### src/rtl/reg_bank_mp_if.sv
// reg_bank_mp_if: bundles the register-file read, write-back and issue signals.
//   rd_addr  : NR packed read addresses, port i at [i*AW +: AW]
//   rd_data  : NR packed read data, port i at [i*W +: W]
//   rd_busy  : per-port pending flag of the addressed register
//   wr0_*    : write lane 0 (lower priority)
//   wr1_*    : write lane 1 (higher priority)
//   iss_*    : mark a destination register as pending
// master = pipeline side (decode/writeback), slave = register file.
interface reg_bank_mp_if #(
    parameter int W  = 32,
    parameter int AW = 5,
    parameter int NR = 2
);
    logic [NR*AW-1:0] rd_addr;
    logic [NR*W-1:0]  rd_data;
    logic [NR-1:0]    rd_busy;
    logic             wr0_en;
    logic [AW-1:0]    wr0_addr;
    logic [W-1:0]     wr0_data;
    logic             wr1_en;
    logic [AW-1:0]    wr1_addr;
    logic [W-1:0]     wr1_data;
    logic             iss_en;
    logic [AW-1:0]    iss_addr;

    modport master (
        output rd_addr, wr0_en, wr0_addr, wr0_data,
               wr1_en, wr1_addr, wr1_data, iss_en, iss_addr,
        input  rd_data, rd_busy
    );

    modport slave (
        input  rd_addr, wr0_en, wr0_addr, wr0_data,
               wr1_en, wr1_addr, wr1_data, iss_en, iss_addr,
        output rd_data, rd_busy
    );
endinterface

### src/rtl/reg_bank_mp.sv
// reg_bank_mp: multi-port register file with a per-register pending scoreboard.
//   clk   : rising-edge clock
//   rst_n : synchronous active-low reset (clears registers and busy bits)
//   bus   : reg_bank_mp_if slave -- NR async read ports, two write lanes
//           (lane 1 wins on address collision), issue port for busy marking.
// Parameters: W data width, AW address width (2**AW registers), NR read
// ports, ZERO_REG hardwires r0 to zero/not-busy, BYPASS forwards same-cycle
// write data and busy-clear onto the read ports.

// One read port: picks zero / lane-1 forward / lane-0 forward / array value.
module reg_bank_mp_rdport #(
    parameter int W        = 32,
    parameter int AW       = 5,
    parameter int ZERO_REG = 1,
    parameter int BYPASS   = 1
) (
    input  logic          rst_n,
    input  logic [AW-1:0] addr,
    input  logic [W-1:0]  arr_data,
    input  logic          arr_busy,
    input  logic          wr0_en,
    input  logic [AW-1:0] wr0_addr,
    input  logic [W-1:0]  wr0_data,
    input  logic          wr1_en,
    input  logic [AW-1:0] wr1_addr,
    input  logic [W-1:0]  wr1_data,
    output logic [W-1:0]  data,
    output logic          busy
);
    logic is_zero, hit0, hit1;

    // Forwarding is suppressed while in reset: those writes never commit.
    assign is_zero = (ZERO_REG != 0) && (addr == '0);
    assign hit1    = (BYPASS != 0) && rst_n && wr1_en && (wr1_addr == addr);
    assign hit0    = (BYPASS != 0) && rst_n && wr0_en && (wr0_addr == addr);

    always_comb begin
        data = arr_data;
        busy = arr_busy;
        if (is_zero) begin
            data = '0;
            busy = 1'b0;
        end else if (hit1) begin
            data = wr1_data;
            busy = 1'b0;
        end else if (hit0) begin
            data = wr0_data;
            busy = 1'b0;
        end
    end
endmodule

module reg_bank_mp #(
    parameter int W        = 32,
    parameter int AW       = 5,
    parameter int NR       = 2,
    parameter int ZERO_REG = 1,
    parameter int BYPASS   = 1
) (
    input  logic         clk,
    input  logic         rst_n,
    reg_bank_mp_if.slave bus
);
    localparam int DEPTH = 1 << AW;

    logic [DEPTH-1:0][W-1:0] regs;
    logic [DEPTH-1:0]        busy;
    logic [NR-1:0][AW-1:0]   ra;
    logic [NR-1:0][W-1:0]    rd;
    logic [NR-1:0]           rb;
    logic                    wr0_ok, wr1_ok, iss_ok;

    assign wr0_ok = bus.wr0_en && !((ZERO_REG != 0) && (bus.wr0_addr == '0));
    assign wr1_ok = bus.wr1_en && !((ZERO_REG != 0) && (bus.wr1_addr == '0));
    assign iss_ok = bus.iss_en && !((ZERO_REG != 0) && (bus.iss_addr == '0));

    // Statement order encodes priority: lane 1 overrides lane 0, and an
    // issue overrides a same-address busy clear (new producer outstanding).
    always_ff @(posedge clk) begin
        if (!rst_n) begin
            regs <= '0;
            busy <= '0;
        end else begin
            if (wr0_ok) begin
                regs[bus.wr0_addr] <= bus.wr0_data;
                busy[bus.wr0_addr] <= 1'b0;
            end
            if (wr1_ok) begin
                regs[bus.wr1_addr] <= bus.wr1_data;
                busy[bus.wr1_addr] <= 1'b0;
            end
            if (iss_ok)
                busy[bus.iss_addr] <= 1'b1;
        end
    end

    assign ra          = bus.rd_addr;
    assign bus.rd_data = rd;
    assign bus.rd_busy = rb;

    for (genvar i = 0; i < NR; i++) begin : g_rd
        reg_bank_mp_rdport #(
            .W(W), .AW(AW), .ZERO_REG(ZERO_REG), .BYPASS(BYPASS)
        ) u_port (
            .rst_n    (rst_n),
            .addr     (ra[i]),
            .arr_data (regs[ra[i]]),
            .arr_busy (busy[ra[i]]),
            .wr0_en   (bus.wr0_en),
            .wr0_addr (bus.wr0_addr),
            .wr0_data (bus.wr0_data),
            .wr1_en   (bus.wr1_en),
            .wr1_addr (bus.wr1_addr),
            .wr1_data (bus.wr1_data),
            .data     (rd[i]),
            .busy     (rb[i])
        );
    end
endmodule

### src/flat_wrapper.sv
// flat-port wrapper written by rule: the top's interface ports become plain ports
module reg_bank_mp_flat 
#(
    parameter int W        = 32,
    parameter int AW       = 5,
    parameter int NR       = 2,
    parameter int ZERO_REG = 1,
    parameter int BYPASS   = 1
)
  (clk, rst_n, bus_rd_addr, bus_wr0_en, bus_wr0_addr, bus_wr0_data, bus_wr1_en, bus_wr1_addr, bus_wr1_data, bus_iss_en, bus_iss_addr, bus_rd_data, bus_rd_busy);
  reg_bank_mp_if #(.W(W), .AW(AW), .NR(NR)) bus_i ();
  input  logic clk;
  input  logic rst_n;
  input wire logic [$bits(bus_i.rd_addr)-1:0] bus_rd_addr;
  input wire logic [$bits(bus_i.wr0_en)-1:0] bus_wr0_en;
  input wire logic [$bits(bus_i.wr0_addr)-1:0] bus_wr0_addr;
  input wire logic [$bits(bus_i.wr0_data)-1:0] bus_wr0_data;
  input wire logic [$bits(bus_i.wr1_en)-1:0] bus_wr1_en;
  input wire logic [$bits(bus_i.wr1_addr)-1:0] bus_wr1_addr;
  input wire logic [$bits(bus_i.wr1_data)-1:0] bus_wr1_data;
  input wire logic [$bits(bus_i.iss_en)-1:0] bus_iss_en;
  input wire logic [$bits(bus_i.iss_addr)-1:0] bus_iss_addr;
  output wire logic [$bits(bus_i.rd_data)-1:0] bus_rd_data;
  output wire logic [$bits(bus_i.rd_busy)-1:0] bus_rd_busy;
  assign bus_i.rd_addr = bus_rd_addr;
  assign bus_i.wr0_en = bus_wr0_en;
  assign bus_i.wr0_addr = bus_wr0_addr;
  assign bus_i.wr0_data = bus_wr0_data;
  assign bus_i.wr1_en = bus_wr1_en;
  assign bus_i.wr1_addr = bus_wr1_addr;
  assign bus_i.wr1_data = bus_wr1_data;
  assign bus_i.iss_en = bus_iss_en;
  assign bus_i.iss_addr = bus_iss_addr;
  assign bus_rd_data = bus_i.rd_data;
  assign bus_rd_busy = bus_i.rd_busy;
  reg_bank_mp #(.W(W), .AW(AW), .NR(NR), .ZERO_REG(ZERO_REG), .BYPASS(BYPASS)) u_core (.clk(clk), .rst_n(rst_n), .bus(bus_i));
endmodule
### config.mk
export PLATFORM = sky130hd
export DESIGN_NAME = reg_bank_mp_flat
export DESIGN_NICKNAME = d
export VERILOG_FILES = /design/src/rtl/reg_bank_mp_if.sv /design/src/rtl/reg_bank_mp.sv /design/src/flat_wrapper.sv
export SDC_FILE = /design/constraint.sdc
export NUM_CORES = 2
export LEC_CHECK = 0
export CORE_MARGIN = 2
export CORE_UTILIZATION = 55
export DETAILED_ROUTE_END_ITERATION = 7
export MAX_ROUTING_LAYER = met4
export PLACE_DENSITY = 0.72
export REMOVE_ABC_BUFFERS = 1
export SLEW_MARGIN = 20
export SYNTH_ARGS = -nofsm -noshare
export SYNTH_HDL_FRONTEND = slang
export SYNTH_SLANG_ARGS = --single-unit
### constraint.sdc
create_clock -name clk -period 3.4 [get_ports clk]
set_input_delay 0.68 -clock clk [delete_from_list [all_inputs] [get_ports clk]]
set_output_delay 0.68 -clock clk [all_outputs]
set_load 0.05 [all_outputs]
== Word level (Yosys, flattened, before mapping) ==
Cells that the tools add are included.
Operators by class
  $add $sub $neg: 0
  multipliers: 0
  div/mod/pow operators: 0
  magnitude comparators: 8
  equal/unequal tests: 4
  shifts and indexed selects: 0
  mux-type cells: 40
  bitwise logic cells: 5
  reductions and logical operators: 20
Operators by type and width (number)
  1024-bit 2-to-1 mux: 3
  1024-bit bitwise mux: 2
  32-bit 2-to-1 mux: 15
  32-bit binary-select mux with 5-bit select: 2
  32-bit demux with 5-bit select: 2
  32-bit AND: 2
  32-bit NOT: 2
  32-bit bitwise OR: 1
  5-bit by 6-bit < comparator with 1-bit output, second input constant: 5
  5-bit logical NOT: 5
  5-bit == test: 4
  1-bit demux with 5-bit select: 3
  5-bit by 1-bit greater-or-equal comparator with 1-bit output, second input constant: 3
  1-bit logical AND: 12
  1-bit 2-to-1 mux: 11
  1-bit binary-select mux with 5-bit select: 2
  1-bit logical NOT: 3
Storage, ports and cells
  bits in registers: 1056
  bits in latches: 0
  RAM bits: 0
  bits in read-only memories: 0
  input port bits: 94
  memories: 0

== Logic depth before layout (Yosys ltp) ==
  depth after elaboration: 13
  mapped depth: 10
  mapped depth without buffers: 5

== Cells and area by module ==
Synthesis repeated with hierarchy kept, for this count alone.
Unflattened totals
  cell total of the unflattened synthesis: 8619
  area total of the unflattened synthesis: 65801.9 um2
Modules (own cells, without submodules)
  reg_bank_mp: instances 1, cells each 8287, area an instance 64095.2 um2, sequential area each 21140.3 um2
  reg_bank_mp_rdport: instances 2, cells each 166, area an instance 853.3 um2, sequential area each 0.0 um2

== Worst setup path after synthesis ==
OpenSTA, ideal clock, no wires.
  path kind: input to output
  start: input port bus_rd_addr[9]
  end: output port bus_rd_data[44]
  arrival time: 2.851 ns
  data required time: 2.720 ns
  path slack: -0.131 ns
  stages: 8
  cell sequence: buf_2 nor2b_1 buf_2 clkbuf_1 clkbuf_1 a22oi_1 a21o_1 o221ai_1
Between the ends
  word-level cells in the longest chain between the ends: 5
RTL lines
  from (decl): RTL line flat_wrapper.sv:14  | input wire logic [$bits(bus_i.rd_addr)-1:0] bus_rd_addr;
  32-bit binary-select mux with 5-bit select or 5-bit == test (tied branches): RTL line reg_bank_mp.sv:107, reg_bank_mp.sv:35
  32-bit 2-to-1 mux (implied by the code) or 1-bit logical AND (tied branches): RTL line reg_bank_mp.sv:107, reg_bank_mp.sv:35
  32-bit 2-to-1 mux: RTL line reg_bank_mp.sv:46  | end else if (hit0) begin
  32-bit 2-to-1 mux: RTL line reg_bank_mp.sv:43  | end else if (hit1) begin
  32-bit 2-to-1 mux *: RTL line reg_bank_mp.sv:40  | if (is_zero) begin
  to (decl): RTL line flat_wrapper.sv:23  | output wire logic [$bits(bus_i.rd_data)-1:0] bus_rd_data;
Every way passes the cells marked *; elsewhere a longest branch is shown, timed or not. The select of a mux whose other input is x is not followed.

== Worst setup path in the final report ==
  start: input port bus_rd_addr[6]
  end: output port bus_rd_data[46]
Same word-level chain as after synthesis.

==> metrics.md <==
| Metric | Value |
|---|---|
| Worst-path clk slew | about 0.060 ns |
| FF-to-FF setup slack | ~2.4 ns |
| Power share of the clock group | 0.434 |
| Worst-skew pair later-pin latency | 0.78 ns |
| Leading area contributor after synthesis | dfxtp_1 |
| Logic gate share of total power | 0.163 |
| Placed cell count | 8730 |
| Die Wd | 347 um |
| Crit start category | primary input |
| Crit path capture | bus_rd_data[46] |
| Syn_area_per_cell | 8.64 um^2 |
| Setup ws final | -0.217 ns |
| Clock Root Buffer | clkbuf_16 |
| Post-synthesis cell type count | just under 60 |
| Syn Inst Count | between 7k and 8k |
| Max-Cap Viols | 0 |
| Critical Path Fanout Max | 7 |
| Yosys reg bits | 1056 |
| Worst setup EP type | primary output |
| Setup Viol. Count Final | 66 |
| Min-delay worst type | flop to flop |
| Status | finished with violations |
| Hold-fix buffers, CTS | 0 |
| Sequential share of power | 0.403 |
| Most frequent cell after synthesis | dfxtp_1 |
| Clock skew | 0 ns |
| Starting DRT DRC Count | between 15k and 20k |
| CTS buffer count | ~120 |
| RSZ-0062 raised after global routing | yes |
| I/O pins | between 150 and 200 |
| Layout Cells excl Fill | around 9k |
| Clock tree from TritonCTS | done |
| Sequential area share after synthesis | 0.327 |
| Maximum VDD drop | around 0.42 mV |
| Failing checks | DRC, setup timing |
| Synth top area share | 0.327 |
| Routed wire length | 322 mm |
| NetSw | roughly 9 mW |
| Slew @ Worst Pin | around 1.0 ns |
| Die area | 120000 um^2 |
| Ys async rst share | 0 |
| Worst reg2reg path depth | 2 |
| Mapped Area | 64700 um^2 |
| Reg2reg end | u_core.regs[476] |
| Sw frac | 0.292 |
| Area Growth Syn to Fin | 24.4% |
| DRC viols | 50 |
| Synth area leaders | dfxtp_1, mux4_2, a311oi_1, mux2i_1, nor2_1 |
| Final hold vios | 0 |
| Antenna-violating nets left | 0 |
| Vias in the first global route | 70.0k |
| Yosys warns | 0 |
| Crit Path Class | primary input to primary output |
| Height of the die | 347 um |
| Relative slew margins | 0.311 |
| CP Data Arrival Time | 2.94 ns |
| Total Routing Usage GR | 0.528 |
| Number of synthesized flops with an enable pin | 0 |
| Placer Congestion | between 1 and 1.5 |
| CP startpoint | bus_rd_addr[6] |
| Leak pwr | 28.9 nW |
| Avg WL per Cell | between 30 and 40 um |
| R2r startpoint | u_core.regs[476] |
| Core ar. | around 120000 um^2 |
| Sinks on Clock Net | between 1k and 1.5k |
| Fmax | ~280 MHz |
| First-pass GRT wire length | 461 mm |
| Drt first pass iters | 8 |
| Slew Limit Fails | 0 |
| Fin util | 0.691 |
| Synth Flop Type | dfxtp_1 |
| CTS H-Tree Depth | 3 |
| Vias/cell | 8.02 |
| Most frequent cells after synthesis | dfxtp_1, nor2_1, nand2_1 |
| DPL Wire Length | between 150 and 200 mm |
| Clk buf depth | 3 |
| Fin crit share | 1.06 |
| Int Power | roughly 22 mW |
| Initial antenna violation count | 13 |
| Grt ovf | 0 |
| Final layout net count | about 7.6k |
| Largest net degree at the start of global routing | between 150 and 200 |
| Worst endpoint required time | approximately 2.7 ns |
| Min Tclk post-route | between 3 and 4 ns |
| Port Buffers | 159 |
| DR vias | around 73k |
| Layout cells sized above 1 | 0.245 |
| Rows | between 100 and 150 |
| Initial core utilization | 0.556 |
| Pwr Density | slightly below 400 nW/um^2 |
==> flip-flops by register name (all words and copies together), names as in the netlist <==
signal       count
u_core.regs   1024
u_core.busy     32
==> layout make-up <==
type | count | area [um^2]
Multi-Input combinational cell | 5328 | 41300
Clock inverter | 47 | 566
Fill cell | 8567 | 35900
Clock buffer | 174 | 3520
Tap cell | 1524 | 1910
Timing Repair Buffer | 973 | 11900
Antenna cell | 22 | 55.1
Sequential cell | 1056 | 21100
Inverter | 6 | 30.0
==> worst min path at each step <==
stage / to / depth (start not counted) / slack [ns] / start
final: u_core.regs[29] / 1 / 0.48 / u_core.regs[29]
after global routing: u_core.regs[3] / 1 / 0.50 / u_core.regs[3]
after CTS: u_core.regs[20] / 1 / 0.48 / u_core.regs[20]
after detailed placement: u_core.regs[3] / 1 / 0.46 / u_core.regs[3]
after global placement: u_core.busy[0] / 1 / 0.46 / u_core.busy[0]
after floorplan: u_core.busy[0] / 1 / 0.44 / u_core.busy[0]
==> power groups by stage <==
stage | combinational (mW) | sequential [mW] | clock, mW
after detailed placement | 4.28 | 13.0 | 0
after global placement | 4.24 | 13.0 | 0
final | 5.17 | 12.8 | 13.8
after floorplan | 1.67 | 13.0 | 0
after global routing | 5.17 | 12.8 | 14.1
after CTS | 4.72 | 12.8 | 13.6
==> layout by cell type (no fill, tap or decap), drive strengths merged, types with 12 or more instances in the layout <==
cell type         n
dfxtp          1056
nor2           1045
nand2          1040
buf             885
a311oi          832
nand3           450
mux4            404
mux2i           393
o21ai           302
a211oi          235
clkbuf          179
o221ai          109
clkdlybuf4s50    71
a22o             62
mux2             57
a22oi            37
a32oi            36
and2             36
nor4             35
a221o            34
a221oi           34
clkinv           31
a21o             30
a21oi            28
diode            22
o211a            18
o22ai            17
nor3b            13
xnor2            12
==> repair_timing <==
item                       4_1_cts  5_1_grt
pin swaps                       77       77
buffers inserted               101       56
gates cloned                    26        5
setup endpoints to repair       66       66
gates resized for setup        417      166
==> metal layers <==
metal  global-route usage  vias to the layer above  wire length (um)  share of wire
met2                0.687                     7948            124000           0.39
met5                    -                        -                 0              0
met3                0.246                     2659             60300           0.19
li1                     -                    28200                 -              -
met4                0.431                        0             34300           0.11
met1                0.612                    34400            103000           0.32
==> kinds of logic (layout without fill, tap and decap cells) <==
group,count (synthesis),after routing,synth area share
compound gates,1784,1784,0.217
xor+xnor,20,20,0.00271
buf+inv,1105,1200,0.0715
flops,1056,1056,0.327
mux,854,854,0.211
other cells,0,22,0
simple gates,2670,2670,0.170
==> critical path: stages <==
cell	delay, ns
buf_16	0.13
xor2_1	0.14
or4_4	0.62
buf_6	0.16
o21bai_4	0.12
buf_12	0.14
buf_12	0.12
buf_12	0.16
buf_12	0.13
nor4_4	0.06
a221o_1	0.29
buf_6	0.16
==> through the flow <==
step | hold slack, ns | TNS (ns) | worst slack, ns | instance area [um^2] | power, mW
floorplan | 0.443 | -5857.10 | -8.18 | 60100 | 14.7
global placement | 0.456 | -25.55 | -0.642 | 71400 | 17.3
detailed placement | 0.464 | -26.81 | -0.690 | 71400 | 17.3
CTS | 0.480 | -2.30 | -0.163 | 79100 | 31.1
global route | 0.496 | -7.23 | -0.216 | 80400 | 32.1
finish | 0.485 | -8.17 | -0.217 | 80500 | 31.7
Note: power is estimated with default switching activity, not from simulation.
